`src/rtl/config_tx_link_pkg.sv`:
```
// ---------------------------------------------------------------------------
// cfg_tx_pkg
// Shared types and constants for the serial configuration transmitter:
//   - tx_state_e   : serializer FSM states
//   - calc_div/lo/hi: bit-period divider arithmetic (rounded to nearest clock)
//   - HDR_W/ADDR_W/DATA_W: transmitted word layout {pad, addr, data}
//   - REG_RST      : power-on contents of the 4x16 register bank
// ---------------------------------------------------------------------------
package cfg_tx_pkg;

    typedef enum logic [2:0] {
        ST_IDLE,
        ST_READ,
        ST_LOAD,
        ST_SHIFT,
        ST_GAP,
        ST_DONE
    } tx_state_e;

    localparam int HDR_W    = 8;   // zero pad + address field ahead of the data
    localparam int ADDR_W   = 3;
    localparam int DATA_W   = 16;
    localparam int NUM_REGS = 4;

    localparam logic [NUM_REGS-1:0][DATA_W-1:0] REG_RST = {
        16'h1008, 16'h2004, 16'h4002, 16'h8001
    };

    // Clocks per serial bit, rounded to the nearest whole clock.
    function automatic int calc_div(input int bit_ns, input int clk_ps);
        return (bit_ns * 1000 + clk_ps / 2) / clk_ps;
    endfunction

    function automatic int calc_lo(input int div);
        return div / 2;
    endfunction

    function automatic int calc_hi(input int div);
        return div - div / 2;
    endfunction

endpackage

```
`src/rtl/config_tx_link_if.sv`:
```
// ---------------------------------------------------------------------------
// config_tx_link_if
// Bundles the host side (burst request, slot length, byte-write port) and the
// serial link side (TX_CLK/TX_DAT/TX_OE plus burst-done flag).
//   master : host / environment, drives requests and observes the link
//   slave  : config_tx_link
// ---------------------------------------------------------------------------
interface config_tx_link_if;
    logic        START;
    logic [15:0] LINE_PERIOD;
    logic        WE_A;
    logic [2:0]  ADD_A;
    logic [7:0]  DAT_A;
    logic        TX_END;
    logic        TX_DAT;
    logic        TX_CLK;
    logic        TX_OE;

    modport master (
        output START, LINE_PERIOD, WE_A, ADD_A, DAT_A,
        input  TX_END, TX_DAT, TX_CLK, TX_OE
    );

    modport slave (
        input  START, LINE_PERIOD, WE_A, ADD_A, DAT_A,
        output TX_END, TX_DAT, TX_CLK, TX_OE
    );
endinterface

```
`src/rtl/config_tx_link_reg_bank.sv`:
```
// ---------------------------------------------------------------------------
// cfg_reg_bank
// 4x16 register bank with a byte-wide host write port and a registered
// 16-bit read port.
//   gclk, grst_n : clock, async active-low reset (restores REG_RST)
//   we_a         : byte write enable
//   add_a        : [2:1] word, [0] byte select (1 = high byte)
//   dat_a        : write byte
//   rd_en        : read strobe, rd_data valid the following cycle
//   rd_addr      : word to read
//   rd_data      : registered read data (old contents on same-cycle write)
// ---------------------------------------------------------------------------
module cfg_reg_bank
    import cfg_tx_pkg::*;
(
    input  logic              gclk,
    input  logic              grst_n,
    input  logic              we_a,
    input  logic [2:0]        add_a,
    input  logic [7:0]        dat_a,
    input  logic              rd_en,
    input  logic [1:0]        rd_addr,
    output logic [DATA_W-1:0] rd_data
);

    logic [NUM_REGS-1:0][DATA_W-1:0] mem;

    always_ff @(posedge gclk or negedge grst_n) begin
        if (!grst_n) begin
            mem <= REG_RST;
        end else if (we_a) begin
            if (add_a[0]) mem[add_a[2:1]][15:8] <= dat_a;
            else          mem[add_a[2:1]][7:0]  <= dat_a;
        end
    end

    // Reads sample mem before this edge's write lands, so a colliding
    // write is seen only by the next read.
    always_ff @(posedge gclk or negedge grst_n) begin
        if (!grst_n)    rd_data <= '0;
        else if (rd_en) rd_data <= mem[rd_addr];
    end

endmodule

```
`src/rtl/config_tx_link.sv`:
```
// ---------------------------------------------------------------------------
// config_tx_link
// On a START rising edge, reads each bank register in turn and shifts it out
// MSB-first as {pad, addr, data}, one word per line slot.
//   CLOCK : system clock
//   RESET : async active-low reset, aborts any burst
//   bus   : config_tx_link_if.slave (START, LINE_PERIOD, host write port,
//           TX_END/TX_DAT/TX_CLK/TX_OE)
// Slot counter s runs 0..slot-1: s=0 READ, s=1 LOAD, then C_NO_CFG_BITS*DIV
// SHIFT cycles, then GAP until the slot ends. All link outputs are registered
// from the FSM state, so they trail the state by one clock uniformly.
// ---------------------------------------------------------------------------
module config_tx_link
    import cfg_tx_pkg::*;
#(
    parameter int CLOCK_PERIOD_PS = 20833,
    parameter int BIT_PERIOD_NS   = 400,
    parameter int C_NO_CFG_BITS   = 24,
    parameter int C_NO_REGS       = 4
) (
    input  logic             CLOCK,
    input  logic             RESET,
    config_tx_link_if.slave  bus
);

    localparam int DIV = calc_div(BIT_PERIOD_NS, CLOCK_PERIOD_PS);
    localparam int LO  = calc_lo(DIV);
    localparam int HI  = calc_hi(DIV);
    localparam int CW  = (DIV > 1) ? $clog2(DIV) : 1;
    localparam int BW  = (C_NO_CFG_BITS > 1) ? $clog2(C_NO_CFG_BITS) : 1;

    localparam logic [15:0]        MIN_SLOT  = 16'(C_NO_CFG_BITS * DIV + 2);
    localparam logic [CW-1:0]      BIT_LAST  = CW'(LO + HI - 1);
    localparam logic [CW-1:0]      CLK_RISE  = CW'(LO);
    localparam logic [BW-1:0]      WORD_LAST = BW'(C_NO_CFG_BITS - 1);
    localparam logic [ADDR_W-1:0]  LAST_ADDR = ADDR_W'(C_NO_REGS - 1);

    tx_state_e                state_q, state_d;
    logic [15:0]              s_q, s_d;
    logic [15:0]              slot_q, slot_d;
    logic [ADDR_W-1:0]        addr_q, addr_d;
    logic [CW-1:0]            cyc_q, cyc_d;
    logic [BW-1:0]            bit_q, bit_d;
    logic [C_NO_CFG_BITS-1:0] sh_q, sh_d;
    logic                     start_q;
    logic                     start_rise;
    logic                     slot_end;
    logic                     slot_wrap;
    logic                     rd_en;
    logic [DATA_W-1:0]        rd_data;

    cfg_reg_bank u_bank (
        .gclk    (CLOCK),
        .grst_n  (RESET),
        .we_a    (bus.WE_A),
        .add_a   (bus.ADD_A),
        .dat_a   (bus.DAT_A),
        .rd_en   (rd_en),
        .rd_addr (addr_q[1:0]),
        .rd_data (rd_data)
    );

    assign start_rise = bus.START & ~start_q;
    assign slot_end   = (s_q == slot_q - 16'd1);

    always_ff @(posedge CLOCK or negedge RESET) begin
        if (!RESET) begin
            state_q <= ST_IDLE;
            s_q     <= '0;
            slot_q  <= MIN_SLOT;
            addr_q  <= '0;
            cyc_q   <= '0;
            bit_q   <= '0;
            sh_q    <= '0;
            start_q <= 1'b0;
        end else begin
            state_q <= state_d;
            s_q     <= s_d;
            slot_q  <= slot_d;
            addr_q  <= addr_d;
            cyc_q   <= cyc_d;
            bit_q   <= bit_d;
            sh_q    <= sh_d;
            start_q <= bus.START;
        end
    end

    always_comb begin
        state_d   = state_q;
        s_d       = s_q;
        slot_d    = slot_q;
        addr_d    = addr_q;
        cyc_d     = cyc_q;
        bit_d     = bit_q;
        sh_d      = sh_q;
        rd_en     = 1'b0;
        slot_wrap = 1'b0;

        unique case (state_q)
            ST_IDLE, ST_DONE: begin
                if (start_rise) begin
                    state_d = ST_READ;
                    s_d     = '0;
                    addr_d  = '0;
                end
            end
            ST_READ: begin
                rd_en   = 1'b1;
                // Slot length is sampled once per word so a mid-burst change
                // only affects the next slot.
                slot_d  = (bus.LINE_PERIOD > MIN_SLOT) ? bus.LINE_PERIOD : MIN_SLOT;
                s_d     = s_q + 16'd1;
                state_d = ST_LOAD;
            end
            ST_LOAD: begin
                sh_d    = C_NO_CFG_BITS'({{(HDR_W-ADDR_W){1'b0}}, addr_q, rd_data});
                cyc_d   = '0;
                bit_d   = '0;
                s_d     = s_q + 16'd1;
                state_d = ST_SHIFT;
            end
            ST_SHIFT: begin
                s_d   = s_q + 16'd1;
                cyc_d = cyc_q + CW'(1);
                if (cyc_q == BIT_LAST) begin
                    // Shift at end of the high phase: data moves on TX_CLK fall.
                    cyc_d = '0;
                    sh_d  = {sh_q[C_NO_CFG_BITS-2:0], 1'b0};
                    bit_d = bit_q + BW'(1);
                    if (bit_q == WORD_LAST) begin
                        state_d   = ST_GAP;
                        // Minimum-length slot has no gap: wrap straight away.
                        slot_wrap = slot_end;
                    end
                end
            end
            ST_GAP: begin
                s_d       = s_q + 16'd1;
                slot_wrap = slot_end;
            end
            default: state_d = ST_IDLE;
        endcase

        if (slot_wrap) begin
            s_d = '0;
            if (addr_q == LAST_ADDR) begin
                state_d = ST_DONE;
            end else begin
                addr_d  = addr_q + ADDR_W'(1);
                state_d = ST_READ;
            end
        end
    end

    always_ff @(posedge CLOCK or negedge RESET) begin
        if (!RESET) begin
            bus.TX_OE  <= 1'b0;
            bus.TX_CLK <= 1'b0;
            bus.TX_DAT <= 1'b0;
            bus.TX_END <= 1'b0;
        end else begin
            bus.TX_OE  <= (state_q == ST_SHIFT);
            bus.TX_CLK <= (state_q == ST_SHIFT) && (cyc_q >= CLK_RISE);
            bus.TX_DAT <= (state_q == ST_SHIFT) && sh_q[C_NO_CFG_BITS-1];
            bus.TX_END <= (state_q == ST_DONE);
        end
    end

endmodule

```
`src/flat_wrapper.sv`:
```
// flat-port wrapper written by rule: the top's interface ports become plain ports
module config_tx_link_flat import cfg_tx_pkg::*;
#(
    parameter int CLOCK_PERIOD_PS = 20833,
    parameter int BIT_PERIOD_NS   = 400,
    parameter int C_NO_CFG_BITS   = 24,
    parameter int C_NO_REGS       = 4
)
  (CLOCK, RESET, bus_START, bus_LINE_PERIOD, bus_WE_A, bus_ADD_A, bus_DAT_A, bus_TX_END, bus_TX_DAT, bus_TX_CLK, bus_TX_OE);
  config_tx_link_if bus_i ();
  input  logic CLOCK;
  input  logic RESET;
  input wire logic [$bits(bus_i.START)-1:0] bus_START;
  input wire logic [$bits(bus_i.LINE_PERIOD)-1:0] bus_LINE_PERIOD;
  input wire logic [$bits(bus_i.WE_A)-1:0] bus_WE_A;
  input wire logic [$bits(bus_i.ADD_A)-1:0] bus_ADD_A;
  input wire logic [$bits(bus_i.DAT_A)-1:0] bus_DAT_A;
  output wire logic [$bits(bus_i.TX_END)-1:0] bus_TX_END;
  output wire logic [$bits(bus_i.TX_DAT)-1:0] bus_TX_DAT;
  output wire logic [$bits(bus_i.TX_CLK)-1:0] bus_TX_CLK;
  output wire logic [$bits(bus_i.TX_OE)-1:0] bus_TX_OE;
  assign bus_i.START = bus_START;
  assign bus_i.LINE_PERIOD = bus_LINE_PERIOD;
  assign bus_i.WE_A = bus_WE_A;
  assign bus_i.ADD_A = bus_ADD_A;
  assign bus_i.DAT_A = bus_DAT_A;
  assign bus_TX_END = bus_i.TX_END;
  assign bus_TX_DAT = bus_i.TX_DAT;
  assign bus_TX_CLK = bus_i.TX_CLK;
  assign bus_TX_OE = bus_i.TX_OE;
  config_tx_link #(.CLOCK_PERIOD_PS(CLOCK_PERIOD_PS), .BIT_PERIOD_NS(BIT_PERIOD_NS), .C_NO_CFG_BITS(C_NO_CFG_BITS), .C_NO_REGS(C_NO_REGS)) u_core (.CLOCK(CLOCK), .RESET(RESET), .bus(bus_i));
endmodule
```
`config.mk`:
```
export PLATFORM = sky130hd
export DESIGN_NAME = config_tx_link_flat
export DESIGN_NICKNAME = d
export VERILOG_FILES = /design/src/rtl/config_tx_link_pkg.sv /design/src/rtl/config_tx_link_if.sv /design/src/rtl/config_tx_link_reg_bank.sv /design/src/rtl/config_tx_link.sv /design/src/flat_wrapper.sv
export SDC_FILE = /design/constraint.sdc
export NUM_CORES = 1
export LEC_CHECK = 0
export ABC_AREA = 0
export CAP_MARGIN = 20
export CORE_AREA = 5 5 118 120
export DETAILED_ROUTE_END_ITERATION = 8
export DIE_AREA = 0 0 123 125
export PLACE_DENSITY = 0.75
export SETUP_SLACK_MARGIN = 0.02
export SYNTH_ARGS = -nofsm -noshare
export SYNTH_HDL_FRONTEND = slang
export SYNTH_SLANG_ARGS = --single-unit
```
`constraint.sdc`:
```
create_clock -name CLOCK -period 4.08 [get_ports CLOCK]
set_clock_uncertainty 0.05 [all_clocks]
set_input_delay 0.408 -clock CLOCK [delete_from_list [all_inputs] [get_ports CLOCK]]
set_output_delay 0.408 -clock CLOCK [all_outputs]
set_load 0.02 [all_outputs]
```
==> key figures <==
Drt
  • Iter 0 DRT Violations: 460
  • Routed Antenna Nets: 0
  • Metal-1 WL: approximately 6600 um
  • DRC Markers: 0
  • Routed wire per std cell: 17.10 um
  • DR top layer: met4
  • Vias: a little over 5000
  • Post-Route WL: 15070 um
  • Met2 WL post-DR: between 7000 and 8000 um
  • WL met3: 605 um
  • Pre-antenna DRT Iters: 5
  • Vias per cell: 5.767

Timing
  • Fmax: between 300 and 400 MHz
  • Final Cycle Share: 74.56%
  • Slew Limit Fails: 0
  • Final hold slack: -45.38 ps
  • # setup viols final: 0
  • Slew margin rel.: between 30% and 40%
  • Fin. Hold Viols: 15
  • Tmin final: approximately 3000 ps
  • Worst Tran Pin Value: around 1000 ps
  • Unrepaired setup endpoints after global routing: no
  • Setup TNS: 0 ps

Die
  • I/O pins: 35
  • Die Height: approximately 130 um
  • Core Region: between 0.01 and 0.015 mm^2
  • Row count: 42
  • Initial core utilization: 57.48%
  • Chip Width: approximately 120 um
  • Die area: ~0.015 mm^2

Clock tree
  • CTS tree: done
  • Clock sink count: 157
  • Num CTS Buffers: 17
  • Post-CTS Setup Bufs: 0
  • Resized Gates After CTS: 0
  • H-tree level count: 4
  • Clock Latency Late Sink: approximately 430 ps
  • Clock buffer depth: 2
  • Clock transition at path regs: around 60 ps
  • # hold bufs at CTS: 0
  • CTS root buffer: clkbuf_16

GRT
  • Largest net degree at the start of global routing: 87
  • Tot GR Track Use: 21.37%
  • Initial antenna violation count: 0
  • Gr ovfl total: 0
  • First-pass GRT wire length: between 20000 and 30000 um
  • Vias in the first global route: ~5200

Job
  • # Max-Cap Violations: 0

Cells and area
  • Final core utilization: 66.50%
  • Register Area: about 0.004 mm^2
  • Fill cells: ~960
  • Net count, final: 730
  • Area growth syn-to-layout: 15.69%
  • Ant. Diodes: 0
  • Footprint of the multi-input gates: between 0.003 and 0.004 mm^2
  • Commonest non-fill, non-tap cell in the layout: dfrtp_1
  • Final std cells w/o fill: roughly 880
  • Layout cells sized above 1: between 10% and 20%
  • Most frequent cells in the layout: 144 x dfrtp_1, 98 x nand2_1, 64 x mux2_2

Logic synthesis
  • Synth area leaders: dfrtp_1 49%, mux2_2 9.7%, nand2_1 5.0%
  • Post-synth top area share: 48.69%
  • Largest area contributor in the netlist: dfrtp_1
  • Mapped Avg Cell Area: between 10 and 15 um^2
  • #FFs+latches synth: 157
  • Post-Synthesis Cells: 657
  • Yosys warning total: 0
  • Post-Syn Nets: roughly 700
  • Asr flop ratio synth: 100.0%
  • Synth Cell Area: approximately 0.0074 mm^2
  • Synth Flop Type: dfrtp_1
  • Register area share after synthesis: 53.31%
  • Post-synth EDFFs: 0
  • Netlist cell types: 50

Placement
  • GPL Wtd Cong: 0.8877
  • Placed Cells incl. Taps: between 800 and 900
  • PortBufs: 34
  • Dpl hpwl: 10260 um

Worst setup path
  • CP Cell Sequence: inv_1 > ha_1 > nor4b_1 > nand3_1 > xnor2_1 > nor4_1 > nand2_1 > nor4_4 > a21oi_1
  • Slowest CP cell: nor4b_1
  • Crit path kind: reg2reg
  • Reg-to-reg critical path endpoint: u_core.addr_q[2]
  • Crit Path Max Fanout: 8
  • R2R cell count: 9
  • Worst EP arrival: between 3000 and 4000 ps
  • CP Capture Type: flip-flop
  • Reg2reg setup slack: 1040 ps
  • Worst path required time: approximately 4300 ps
  • Reg-to-reg critical path startpoint: u_core.slot_q[0]
  • Worst Setup Start Kind: flip-flop
  • CP max stage delay: 640 ps

Pwr
  • Total power draw: 4.797 mW
  • Peak supply drop: 382.5 uV
  • P per Cell Area: 560.3 mW/mm^2
  • Pleak: between 3 and 4 nW

Run status
  • Outcome: finished, violations left
  • Failing checks: negative hold slack

Min path
  • Type of the worst min-delay path: in2async
-- routing by layer --
layer	global-route usage, %	up-vias
met2	34.29	95
met1	28.54	2566
met3	5.375	21
met5	0	-
li1	-	2399
met4	7.231	0
-- cell families after synthesis --
family | count (synthesis) | share of synthesized area (%)
buf+inv | 40 | 2.046
xor+xnor | 36 | 4.260
flops | 157 | 53.31
mux | 99 | 17.18
simple gates | 237 | 15.13
compound gates | 81 | 6.898
fa+ha+maj | 7 | 1.183
-- power by group --
part           internal (mW)  switching, mW  total [mW]
sequential              1.94          0.300        2.24
clock                   1.01          0.644        1.65
combinational          0.502          0.409       0.911
total                   3.44           1.35        4.80
-- worst max-delay path, delay by kind of cell, from the launching register on --
kind,cells,cell delay (ps)
XOR/XNOR,1,170
adder cells (fa/ha/maj),1,220
flip-flops,1,430
AO/OA/AOI/OAI,1,130
AND/OR/NAND/NOR,5,1830
buffers and inverters,1,100
-- worst max path at each step --
stage | from | cells after the start | slack [ps] | to
after floorplan | u_core.slot_q[0] | 9 | 1380 | u_core.addr_q[0]
after detailed placement | u_core.slot_q[0] | 9 | 1030 | u_core.addr_q[2]
after global routing | u_core.slot_q[0] | 9 | 670 | u_core.state_q[0]
final | u_core.slot_q[0] | 9 | 1040 | u_core.addr_q[2]
after CTS | u_core.slot_q[0] | 9 | 1040 | u_core.addr_q[2]
after global placement | u_core.slot_q[0] | 9 | 1130 | u_core.addr_q[2]
-- through the flow --
step	setup WS (ps)	area (um^2)	hold slack, ps
after floorplan	1384	7401	62.41
after global placement	1133	7944	409.2
after detailed placement	1029	7944	413.3
after CTS	1043	8562	8.278
after global routing	672.7	8562	32.76
final	1038	8562	-45.38
-- synthesized netlist by cell type (15+ instances only) --
cell type	n
mux4_2	16
o21ai_0	16
a21oi_1	31
mux2_2	64
xor2_1	21
nand2_1	98
mux2i_1	19
clkbuf_1	28
xnor2_1	15
dfrtp_1	144
nor2_1	58
-- flip-flops by register name, summed over array words and instances, names as in the netlist --
| name | flops |
|---|---|
| u_core.addr_q | 3 |
| u_core.bit_q | 5 |
| u_core.bus.TX_CLK | 1 |
| u_core.bus.TX_DAT | 1 |
| u_core.bus.TX_END | 1 |
| u_core.bus.TX_OE | 1 |
| u_core.cyc_q | 5 |
| u_core.s_q | 16 |
| u_core.sh_q | 24 |
| u_core.slot_q | 16 |
| u_core.start_q | 1 |
| u_core.state_q | 3 |
| u_core.u_bank.mem | 64 |
| u_core.u_bank.rd_data | 16 |
-- final cells by class --
cell class	count	area share (%)
Clock inverter	11	1.841
Timing Repair Buffer	45	4.954
Sequential cell	157	46.08
Inverter	11	0.4822
Multi-Input combinational cell	460	38.70
Tap cell	176	2.572
Clock buffer	21	5.378
Power figures use the tool's default switching activity.
